File: config.mk
export PLATFORM = sky130hd
export DESIGN_NAME = slave_in_port
export DESIGN_NICKNAME = d
export VERILOG_FILES = /design/src/rtl/serial_bus_pkg.sv /design/src/rtl/sipo_shift.sv /design/src/rtl/slave_in_port.sv
export SDC_FILE = /design/constraint.sdc
export NUM_CORES = 1
export LEC_CHECK = 0
export CORE_AREA = 2 2 147 77
export CTS_CLUSTER_SIZE = 16
export DETAILED_ROUTE_END_ITERATION = 7
export DIE_AREA = 0 0 149 79
export GPL_ROUTABILITY_DRIVEN = 0
export GPL_TIMING_DRIVEN = 0
export PLACE_DENSITY = 0.74
export SLEW_MARGIN = 20
export SYNTH_ARGS = -nofsm -noshare
export SYNTH_HDL_FRONTEND = slang
export SYNTH_SLANG_ARGS = --single-unit
File: constraint.sdc
create_clock -name clk -period 4 [get_ports clk]
set_clock_uncertainty 0.2 [all_clocks]
set_input_delay 1 -clock clk [delete_from_list [all_inputs] [get_ports clk]]
set_output_delay 1 -clock clk [all_outputs]
set_load 0.005 [all_outputs]
File: src/rtl/serial_bus_pkg.sv
// serial_bus_pkg
// Definitions shared by the master and slave sides of the serial bus:
// the default field widths, the instruction codes and the state type of
// the slave receive stage.
package serial_bus_pkg;

  localparam int DEF_SLAVE_ADDR_SIZE = 12;
  localparam int DEF_WORD_SIZE       = 8;
  localparam int DEF_BURST_SIZE      = 15;

  localparam logic [2:0] S_READ    = 3'd1;
  localparam logic [2:0] S_WRITE   = 3'd2;
  localparam logic [2:0] S_B_READ  = 3'd3;
  localparam logic [2:0] S_B_WRITE = 3'd4;

  typedef enum logic [2:0] {
    IDLE,
    ADDR_RX,
    CMD,
    BURST_RX,
    DATA_RX,
    RD_ISSUE
  } state_t;

endpackage

File: src/rtl/sipo_shift.sv
// sipo_shift
// LSB-first serial-in/parallel-out shifter with its own bit counter.
// Ports:
//   clk, rst  clock and asynchronous active-high reset
//   clr       restart the word; if en is also high, that bit becomes bit 0
//   en        shift bit_in in this cycle
//   bit_in    serial input bit
//   word      bits received so far (complete once WIDTH bits have arrived)
//   full      this cycle's enabled bit is the last bit of the word
// WIDTH must be at least 2.
module sipo_shift #(
  parameter int WIDTH = 8
) (
  input  logic             clk,
  input  logic             rst,
  input  logic             clr,
  input  logic             en,
  input  logic             bit_in,
  output logic [WIDTH-1:0] word,
  output logic             full
);

  localparam int CW = $clog2(WIDTH + 1);

  logic [CW-1:0] count;

  // New bits enter at the top so that after WIDTH shifts the first bit
  // received has moved down to bit 0.
  assign full = en && !clr && (count == CW'(WIDTH - 1));

  // Clearing while enabled restarts the word with the current bit, so a
  // new transaction can begin in the very cycle the previous one ends.
  // The counter wraps on completion, which lets back-to-back words follow
  // without a gap.
  always_ff @(posedge clk or posedge rst) begin
    if (rst) begin
      count <= '0;
      word  <= '0;
    end else if (clr) begin
      count <= en ? CW'(1) : '0;
      word  <= en ? {bit_in, {(WIDTH-1){1'b0}}} : '0;
    end else if (en) begin
      count <= full ? '0 : count + CW'(1);
      word  <= {bit_in, word[WIDTH-1:1]};
    end
  end

endmodule

File: src/rtl/slave_in_port.sv
// slave_in_port
// Slave-side receive stage of the serial bus. Deserializes the address,
// burst length and write data, then issues write strobes to the slave core
// or hands a read request to the slave output port.
// Ports:
//   clk, rst                      clock, asynchronous active-high reset
//   sel                           this slave is selected by the master
//   addr_bus, burst_size_bus,
//   w_data_bus                    serial address / burst length / data bits
//   m_valid, m_b_tx_valid         data bit valid, burst-length bits valid
//   read_en, tx_done, split_on    read request, write done, abandon
//   rd_busy                       output port still serving a read
//   s_ready                       slave can accept serial traffic
//   mem_addr, mem_wdata, mem_we   write port to the slave core
//   rd_req, rd_addr, rd_len       read request to the slave output port
module slave_in_port
  import serial_bus_pkg::*;
#(
  parameter int SLAVE_ADDR_SIZE = DEF_SLAVE_ADDR_SIZE,
  parameter int WORD_SIZE       = DEF_WORD_SIZE,
  parameter int BURST_SIZE      = DEF_BURST_SIZE
) (
  input  logic                       clk,
  input  logic                       rst,
  input  logic                       sel,
  input  logic                       addr_bus,
  input  logic                       burst_size_bus,
  input  logic                       w_data_bus,
  input  logic                       m_valid,
  input  logic                       m_b_tx_valid,
  input  logic                       read_en,
  input  logic                       tx_done,
  input  logic                       split_on,
  input  logic                       rd_busy,
  output logic                       s_ready,
  output logic [SLAVE_ADDR_SIZE-1:0] mem_addr,
  output logic [WORD_SIZE-1:0]       mem_wdata,
  output logic                       mem_we,
  output logic                       rd_req,
  output logic [SLAVE_ADDR_SIZE-1:0] rd_addr,
  output logic [BURST_SIZE-1:0]      rd_len
);

  state_t state_q, state_d;

  logic [SLAVE_ADDR_SIZE-1:0] addr_word, word_idx;
  logic [BURST_SIZE-1:0]      burst_word, burst_next, rd_len_d;
  logic [WORD_SIZE-1:0]       data_word, data_next;
  logic addr_en, addr_clr, addr_full;
  logic burst_en, burst_clr, burst_full;
  logic data_en, data_clr, data_full;
  logic abort, commit, load_rd, issue_rd;

  // Deselect or split abandons whatever is in flight.
  assign abort = (state_q != IDLE) && (split_on || !sel);

  // Shifter controls depend only on the current state and the inputs. The
  // bit seen in the cycle that enters a field is that field's bit 0.
  assign addr_clr  = (state_q == IDLE);
  assign addr_en   = ((state_q == IDLE) && sel) || ((state_q == ADDR_RX) && !abort);
  assign burst_clr = (state_q != BURST_RX);
  assign burst_en  = !abort && (((state_q == CMD) && m_b_tx_valid) || (state_q == BURST_RX));
  assign data_clr  = (state_q != DATA_RX);
  assign data_en   = m_valid && !abort &&
                     (((state_q == CMD) && !m_b_tx_valid && !read_en) || (state_q == DATA_RX));

  // The word as it will look once the current bit has been shifted in.
  assign burst_next = {burst_size_bus, burst_word[BURST_SIZE-1:1]};
  assign data_next  = {w_data_bus, data_word[WORD_SIZE-1:1]};

  sipo_shift #(.WIDTH(SLAVE_ADDR_SIZE)) u_addr_sipo (
    .clk(clk), .rst(rst), .clr(addr_clr), .en(addr_en), .bit_in(addr_bus),
    .word(addr_word), .full(addr_full)
  );

  sipo_shift #(.WIDTH(BURST_SIZE)) u_burst_sipo (
    .clk(clk), .rst(rst), .clr(burst_clr), .en(burst_en), .bit_in(burst_size_bus),
    .word(burst_word), .full(burst_full)
  );

  sipo_shift #(.WIDTH(WORD_SIZE)) u_data_sipo (
    .clk(clk), .rst(rst), .clr(data_clr), .en(data_en), .bit_in(w_data_bus),
    .word(data_word), .full(data_full)
  );

  always_ff @(posedge clk or posedge rst) begin
    if (rst) state_q <= IDLE;
    else     state_q <= state_d;
  end

  // Next state plus the one-cycle decisions that the output registers act on.
  always_comb begin
    state_d  = state_q;
    commit   = 1'b0;
    load_rd  = 1'b0;
    issue_rd = 1'b0;
    rd_len_d = rd_len;
    case (state_q)
      IDLE: begin
        if (sel) state_d = ADDR_RX;
      end
      ADDR_RX: begin
        if (abort)          state_d = IDLE;
        else if (addr_full) state_d = CMD;
      end
      CMD: begin
        if (abort) begin
          state_d = IDLE;
        end else if (m_b_tx_valid) begin
          state_d = BURST_RX;
        end else if (read_en) begin
          state_d  = RD_ISSUE;
          load_rd  = 1'b1;
          rd_len_d = BURST_SIZE'(1);
        end else if (m_valid) begin
          state_d = DATA_RX;
        end
      end
      BURST_RX: begin
        if (abort) begin
          state_d = IDLE;
        end else if (burst_full) begin
          state_d  = RD_ISSUE;
          load_rd  = 1'b1;
          rd_len_d = (burst_next == '0) ? BURST_SIZE'(1) : burst_next;
        end
      end
      DATA_RX: begin
        // A word finishing together with tx_done is still written.
        if (abort) begin
          state_d = IDLE;
        end else begin
          commit = data_full;
          if (tx_done) state_d = IDLE;
        end
      end
      RD_ISSUE: begin
        if (abort) begin
          state_d = IDLE;
        end else if (!rd_busy) begin
          issue_rd = 1'b1;
          state_d  = IDLE;
        end
      end
      default: state_d = IDLE;
    endcase
  end

  // Registered outputs. word_idx counts words committed in the current
  // write so the target address walks up from the base and wraps.
  always_ff @(posedge clk or posedge rst) begin
    if (rst) begin
      s_ready   <= 1'b1;
      mem_addr  <= '0;
      mem_wdata <= '0;
      mem_we    <= 1'b0;
      rd_req    <= 1'b0;
      rd_addr   <= '0;
      rd_len    <= '0;
      word_idx  <= '0;
    end else begin
      mem_we  <= commit;
      rd_req  <= issue_rd;
      s_ready <= !((state_d == RD_ISSUE) || rd_busy);
      if (state_q == IDLE) begin
        word_idx <= '0;
      end else if (commit) begin
        word_idx <= word_idx + SLAVE_ADDR_SIZE'(1);
      end
      if (commit) begin
        mem_wdata <= data_next;
        mem_addr  <= addr_word + word_idx;
      end
      if (load_rd) begin
        rd_addr <= addr_word;
        rd_len  <= rd_len_d;
      end
    end
  end

endmodule

Word-level counts from Yosys, hierarchy flattened
Cells that the tools add are included.

Flip-flop bits (word level): 112. Bits in latches: 0. Bits in writable memories: 0. ROM bits: 0. Bits of input ports: 12. Output and inout port bits: 50. Word-level logic and storage cells: 128. Memories: 0.

Add/subtract/negate cells: 5. Multipliers: 0. Divide/modulo/power cells: 0. Order comparisons: 0. Equality and inequality tests: 16. Shifts and indexed selects: 0. Multiplexer cells: 55. Bitwise logic cells: 0. Reduce and logical (&&, ||, !) cells: 37.

Operators with widths (count): 2-to-1 mux 15 bit (9); 2-to-1 mux 12 bit (5); 2-to-1 mux 3 bit (13); 2-to-1 mux 4 bit (9); case mux 15 bit (2 select lines) (1); 2-to-1 mux 8 bit (3); case mux 3 bit (6 select lines) (1); logical AND 1 bit (15); logical NOT 15 bit (1); 2-to-1 mux 1 bit (13); adder 12 x 1 -> 12 bit (second input constant) (1); adder 12 bit (1); adder 4 x 1 -> 4 bit (second input constant) (3); nonzero test 2 bit (5); equality test 3 bit (second input constant) (3); equality test 4 bit (second input constant) (2); logical NOT 1 bit (8); inequality test 2 bit (second input constant) (4); AND reduction 7 bit (1); equality test 3 x 2 -> 1 bit (second input constant) (2); logical OR 1 bit (5); equality test 4 x 3 -> 1 bit (second input constant) (1); equality test 3 x 1 -> 1 bit (second input constant) (1); logical NOT 3 bit (1); 5 further kinds (5).

Logic depth before layout (Yosys ltp)
Depth after elaboration: 14. Depth in mapped cells: 10. Gate-level depth less buffers: 9.

By module
From an unflattened synthesis, not the netlist that was laid out.

Cells, all modules: 528. Area total of the unflattened synthesis: 5393.9 um2.

By module, submodules not included: slave_in_port (instances 1, cells an instance 339, area each 3246.9 um2, seq. area each 1627.8 um2); sipo_shift at u_burst_sipo (instances 1, cells an instance 77, area each 838.3 um2, seq. area each 475.5 um2); sipo_shift at u_addr_sipo (instances 1, cells an instance 62, area each 734.5 um2, seq. area each 400.4 um2); sipo_shift at u_data_sipo (instances 1, cells an instance 50, area each 574.3 um2, seq. area each 300.3 um2).

Worst setup path after synthesis
OpenSTA, ideal clock, no wires.

Path kind: in2reg. Start: in split_on. End: reg word_idx[11]. Arrival: 2.352 ns. Data required time: 3.671 ns. Path slack: 1.318 ns. Cell stages on the path: 6. Cells stage by stage: nand4b_1 > or3_1 > buf_2 > or4_1 > xor2_1 > nor2_2.

Longest elaborated chain between the ends: 10.

RTL lines: from (decl) (line slave_in_port.sv:33) `input logic split_on,`; logical OR 1 bit (*) (line slave_in_port.sv:55) `assign abort = (state_q != IDLE) && (split_on || !sel);`; logical AND 1 bit (*) (line slave_in_port.sv:55); logical NOT 1 bit (line slave_in_port.sv:64) `assign data_en = m_valid && !abort &&`; logical AND 1 bit (2 in a row) (line slave_in_port.sv:64); logical AND 1 bit (2 in a row) (line sipo_shift.sv:29) `assign full = en && !clr && (count == CW'(WIDTH - 1));`; 2-to-1 mux 1 bit (*) (line slave_in_port.sv:130) `if (abort) begin`; 2-to-1 mux 1 bit (*) (line slave_in_port.sv:98) `case (state_q)`; nonzero test 2 bit (no line) (*); to (signal assigned) (line slave_in_port.sv:168) `word_idx <= word_idx + SLAVE_ADDR_SIZE'(1);`; to (decl) (line slave_in_port.sv:46) `logic [SLAVE_ADDR_SIZE-1:0] addr_word, word_idx;`.

Mark *: on every way between the ends. The rest lies on a longest branch, timed or not. A chain may end at the register's enable or synchronous reset.

Final worst setup path
Start: in m_b_tx_valid. End: reg rd_addr[4].

Longest elaborated chain between the ends: 8.

RTL lines: from (decl) (line slave_in_port.sv:30) `input logic m_b_tx_valid,`; logical AND 1 bit (line slave_in_port.sv:62) `assign burst_en = !abort && (((state_q == CMD) && m_b_tx_valid) || (state_q == BURST_RX));`; logical OR 1 bit (line slave_in_port.sv:62); logical AND 1 bit (line slave_in_port.sv:62); logical AND 1 bit (2 in a row) (line sipo_shift.sv:29); 2-to-1 mux 1 bit (line slave_in_port.sv:122) `end else if (burst_full) begin`; 2-to-1 mux 1 bit (line slave_in_port.sv:120) `if (abort) begin`; case mux 1 bit (2 select lines) (*) (line slave_in_port.sv:98); to (signal assigned) (line slave_in_port.sv:175) `rd_addr <= addr_word;`; to (decl) (line slave_in_port.sv:40) `output logic [SLAVE_ADDR_SIZE-1:0] rd_addr,`.

Marks and branches as above.

==> run summary <==
In this run the remaining antenna-violating nets after routing total 0. In this run the static leakage power is 0.00284 µW. CTS built an H-tree with a depth of 3. The per-cell routed wire length is about 16 µm. The flow ran to the end, and the final reports show no timing, DRC or antenna violations. TritonCTS built the clock tree.

The number of hold-repair buffers added at the cts stage came out at 0. The number of enable-type register cells in the synthesized netlist came out at 0. When the netlist entered floorplanning its net count stood at approximately 590. The maximum number of pins on one net before global-route repair came out at 35. The switching power came out at 502 µW.

The antenna diode count came out at 0. The flop-to-flop setup slack came out at roughly 0.95 ns. The number of max-cap violations is 0. For the pin with the worst max-slew slack, the measured transition is 0.996 ns. The total CTS buffers is 9. Of the total power, the share spent switching nets is about 23%.

The number of ports placed on the die boundary came out at 62. The cell count of the worst reg-to-reg path is 7. The critical path is of the in -> reg type. The number of flip-flops and latches in the synthesized netlist came out at 110.

The post-synthesis to final-layout area growth is 23.3%. Input and output buffers added on the ports amount to ~60. STA puts the critical path data required time at between 4 and 5 ns. The met2 track demand over resource in global routing is 32.8%.

The class of the worst hold path is reg -> reg. At the end of the flow, the number of nets in the layout was approximately 660. The tightest hold path in the finished design has a slack of 0.273 ns. The worst setup path is captured at a flip-flop. The share of total power in sequential cells came out at 50.5%. For this run, the register share of the synthesized area comes to 53.8%. The number of core rows is 27.

The final hold violation count came out at 0. The proportion of register bits with asynchronous set or reset after synthesis came out at 100%. The summed negative setup slack over all endpoints is 0 ns. The die span in x came out at 149 µm. The synthesized cell area came out at 0.00512 mm². The final worst slack came out at 0.468 ns. met1 is the most crowded layer.

Timing would allow up to 283 MHz. The post-placement worst setup slack is 0.248 ns. The fraction of the cycle the final worst path needs came out at about nine tenths.

The utilization of the core after routing came out at about three fifths. The clock transition time at the flip-flop clock pins of the worst setup and hold paths is 0.07 ns. The initial core utilization is 48.3%. The end of the critical path is rd_addr[4]$_DFFE_PP0P_. The post-synthesis cell type count is 50.

At the worst endpoint, the arrival time is 3.62 ns. The floorplan die area came out at 0.0118 mm². The fraction of layout cells with a size suffix above 1 came out at under 10%. The half-perimeter wire length after detailed placement came out at 9050 µm. The most common cell after layout, fill and taps aside is sky130_fd_sc_hd__nand2_1. Setup violations remaining at the end of the flow were counted as 0. The cell-internal power came out at 1730 µW. The number of detailed-routing iterations run before antenna repair came out at 5. The clock net in this run drives a total of 110 sinks. After layout, the design draws a total of about 2200 µW.

The reg-to-reg critical path endpoint is rd_addr[4]$_DFFE_PP0P_. The maximum number of buffers from clock root to sink came out at 2. The total length of routed wires is 12500 µm. The final critical path time including I/O delays and setup came out at 3.53 ns. The first global-routing pass estimated roughly 21000 µm of wire.

The residual DRC count is 0. Among all flip-flop cells after synthesis, the most frequent one is sky130_fd_sc_hd__dfrtp_1. The share of total power dissipated in combinational logic is 4.9%. Setup repair after global routing left no endpoint under its margin. After synthesis, the mean cell area works out to 9.16 µm². The number of global-route vias before repair is roughly 4300.

The total core area came out at 0.0106 mm². After technology mapping, the gate count stands at 559. The power density of the placed cells is approximately 350 mW/mm².

The met1 usage in global routing came out at 34.7%. The violation count after the first detailed-routing iteration is 342. The total of warnings raised by yosys came out at 0. The most critical setup path has its startpoint at m_b_tx_valid.

The residual overflow from global routing is 0. The worst setup path is launched from an input port. Measured against its own limit, the worst slew margin works out to about 34%. The detailed-route via count is 4337. The worst flop-to-flop path startpoint is state_q[2]$_DFF_PP0_.

Of all nets on the critical path, the largest fanout is 10. The number of max-slew violations in the final report is 0. The post-cts resize count is 0. The number of filler cells placed in the layout came out at 901. The initial antenna violation count came to 0. At the later pin of the worst-skew pair, clock insertion delay measures ~0.35 ns. The overall track demand over capacity in global routing came out at 22.9%. After clock tree synthesis, the setup repair step added 0 buffers. The routing usage on met3 came out at under 10%.

The tree is rooted in a sky130_fd_sc_hd__clkbuf_16. The worst ir drop on vdd is 0.234 mV. The per-cell via count in the routed design came out at 5.53. The height of the die is just under 80 µm. In this run, the clock network consumes roughly 45% of the power. In the layout the commonest cells are sky130_fd_sc_hd__nand2_1 (172), sky130_fd_sc_hd__dfrtp_1 (109), sky130_fd_sc_hd__clkdlybuf4s50_1 (61), sky130_fd_sc_hd__a21oi_1 (38), sky130_fd_sc_hd__o21ai_0 (38).
[synthesized netlist by cell type, types with 2 or more instances]
cell type	instances	area share, %
sky130_fd_sc_hd__nor2_1	26	1.9
sky130_fd_sc_hd__xnor2_1	8	1.4
sky130_fd_sc_hd__or3_1	4	0.49
sky130_fd_sc_hd__nand3b_1	3	0.44
sky130_fd_sc_hd__xor2_1	12	2.1
sky130_fd_sc_hd__and3_1	3	0.37
sky130_fd_sc_hd__or4_1	2	0.29
sky130_fd_sc_hd__nand3_1	21	2.1
sky130_fd_sc_hd__nor3_1	7	0.68
sky130_fd_sc_hd__a22o_1	9	1.5
sky130_fd_sc_hd__buf_2	2	0.20
sky130_fd_sc_hd__clkbuf_1	24	1.8
sky130_fd_sc_hd__and4_1	2	0.34
sky130_fd_sc_hd__nand4_1	4	0.49
sky130_fd_sc_hd__nor4b_1	2	0.34
sky130_fd_sc_hd__dfrtp_1	109	53
sky130_fd_sc_hd__a21oi_1	38	3.7
sky130_fd_sc_hd__inv_1	8	0.59
sky130_fd_sc_hd__o21ai_0	38	3.7
sky130_fd_sc_hd__a21o_1	4	0.59
sky130_fd_sc_hd__nor4_1	3	0.37
sky130_fd_sc_hd__ha_1	16	3.9
sky130_fd_sc_hd__nor2b_1	6	0.73
sky130_fd_sc_hd__nand2b_1	9	1.1
sky130_fd_sc_hd__nand2_1	172	13
sky130_fd_sc_hd__a31oi_1	2	0.24
sky130_fd_sc_hd__a31o_2	2	0.34
[per-stage QoR]
step           cells  area, µm²
2_1_floorplan    559       5120
3_3_place_gp     765       5920
3_5_place_dp     768       5980
4_1_cts          784       6310
5_1_grt          784       6310
6_report         784       6310
[layout make-up]
cell class	instances	area, µm²	share of cell area [%]
Multi-Input combinational cell	413	2230	35.4
Buffer	27	104	1.64
Clock inverter	6	93.8	1.49
Tap cell	145	181	2.87
Sequential cell	110	2750	43.6
Timing Repair Buffer	64	671	10.6
Clock buffer	10	239	3.78
Inverter	9	38.8	0.614
[cell families (layout without fill, tap and decap cells)]
family	Yosys count	in the layout	synth area share, %
AND/OR/NAND/NOR	271	271	23.5
flip-flops	110	110	53.8
AO/OA/AOI/OAI	103	103	11.9
buffers and inverters	36	116	2.71
XOR/XNOR	20	20	3.42
adder cells (fa/ha/maj)	17	17	4.30
multiplexers	2	2	0.415
[worst max-delay path, stage by stage]
cell	delay, ns
sky130_fd_sc_hd__clkdlybuf4s50_1	0.51
sky130_fd_sc_hd__nor4b_1	0.48
sky130_fd_sc_hd__nand2_1	0.15
sky130_fd_sc_hd__a21oi_1	0.81
sky130_fd_sc_hd__clkbuf_1	0.44
sky130_fd_sc_hd__nand2_1	0.14
sky130_fd_sc_hd__nand2_1	0.08
[flip-flops by register name, summed over array words and instances, names as in the netlist]
name                cells
u_burst_sipo.count      4
mem_we                  1
rd_addr                12
mem_addr               12
rd_len                 15
u_addr_sipo.word       12
state_q                 3
u_addr_sipo.count       4
u_data_sipo.word        7
mem_wdata               8
s_ready                 1
rd_req                  1
u_data_sipo.count       4
word_idx               12
u_burst_sipo.word      14
[layer usage]
layer  vias to the layer above  wire length (µm)
li1                       2030                 -
met1                      2146              6080
met2                       146              5350
met3                        15               900
met4                         0               138
met5                         -                 0
[power by group through the flow]
stage | sequential (µW) | combinational, µW | clock [µW]
2_1_floorplan | 1150 | 60.1 | 0
3_3_place_gp | 1150 | 98.0 | 0
3_5_place_dp | 1150 | 109 | 0
4_1_cts | 1130 | 110 | 1010
5_1_grt | 1130 | 124 | 1060
6_report | 1130 | 109 | 992
[how the worst min path moves through the flow]
stage                                                from                        to  slack [ns]  cells after the start
after CTS                          rd_len[11]$_DFFE_PP0P_    rd_len[11]$_DFFE_PP0P_        0.28                      2
after global routing              rd_addr[11]$_DFFE_PP0P_   rd_addr[11]$_DFFE_PP0P_        0.30                      2
after detailed placement           rd_len[13]$_DFFE_PP0P_    rd_len[13]$_DFFE_PP0P_        0.26                      2
after global placement             rd_len[14]$_DFFE_PP0P_    rd_len[14]$_DFFE_PP0P_        0.26                      2
after floorplan           u_data_sipo.word[1]$_DFFE_PP0P_  mem_wdata[0]$_DFFE_PP0P_        0.24                      2
final                              rd_len[11]$_DFFE_PP0P_    rd_len[11]$_DFFE_PP0P_        0.27                      2
(Power assumes the default switching activity.)
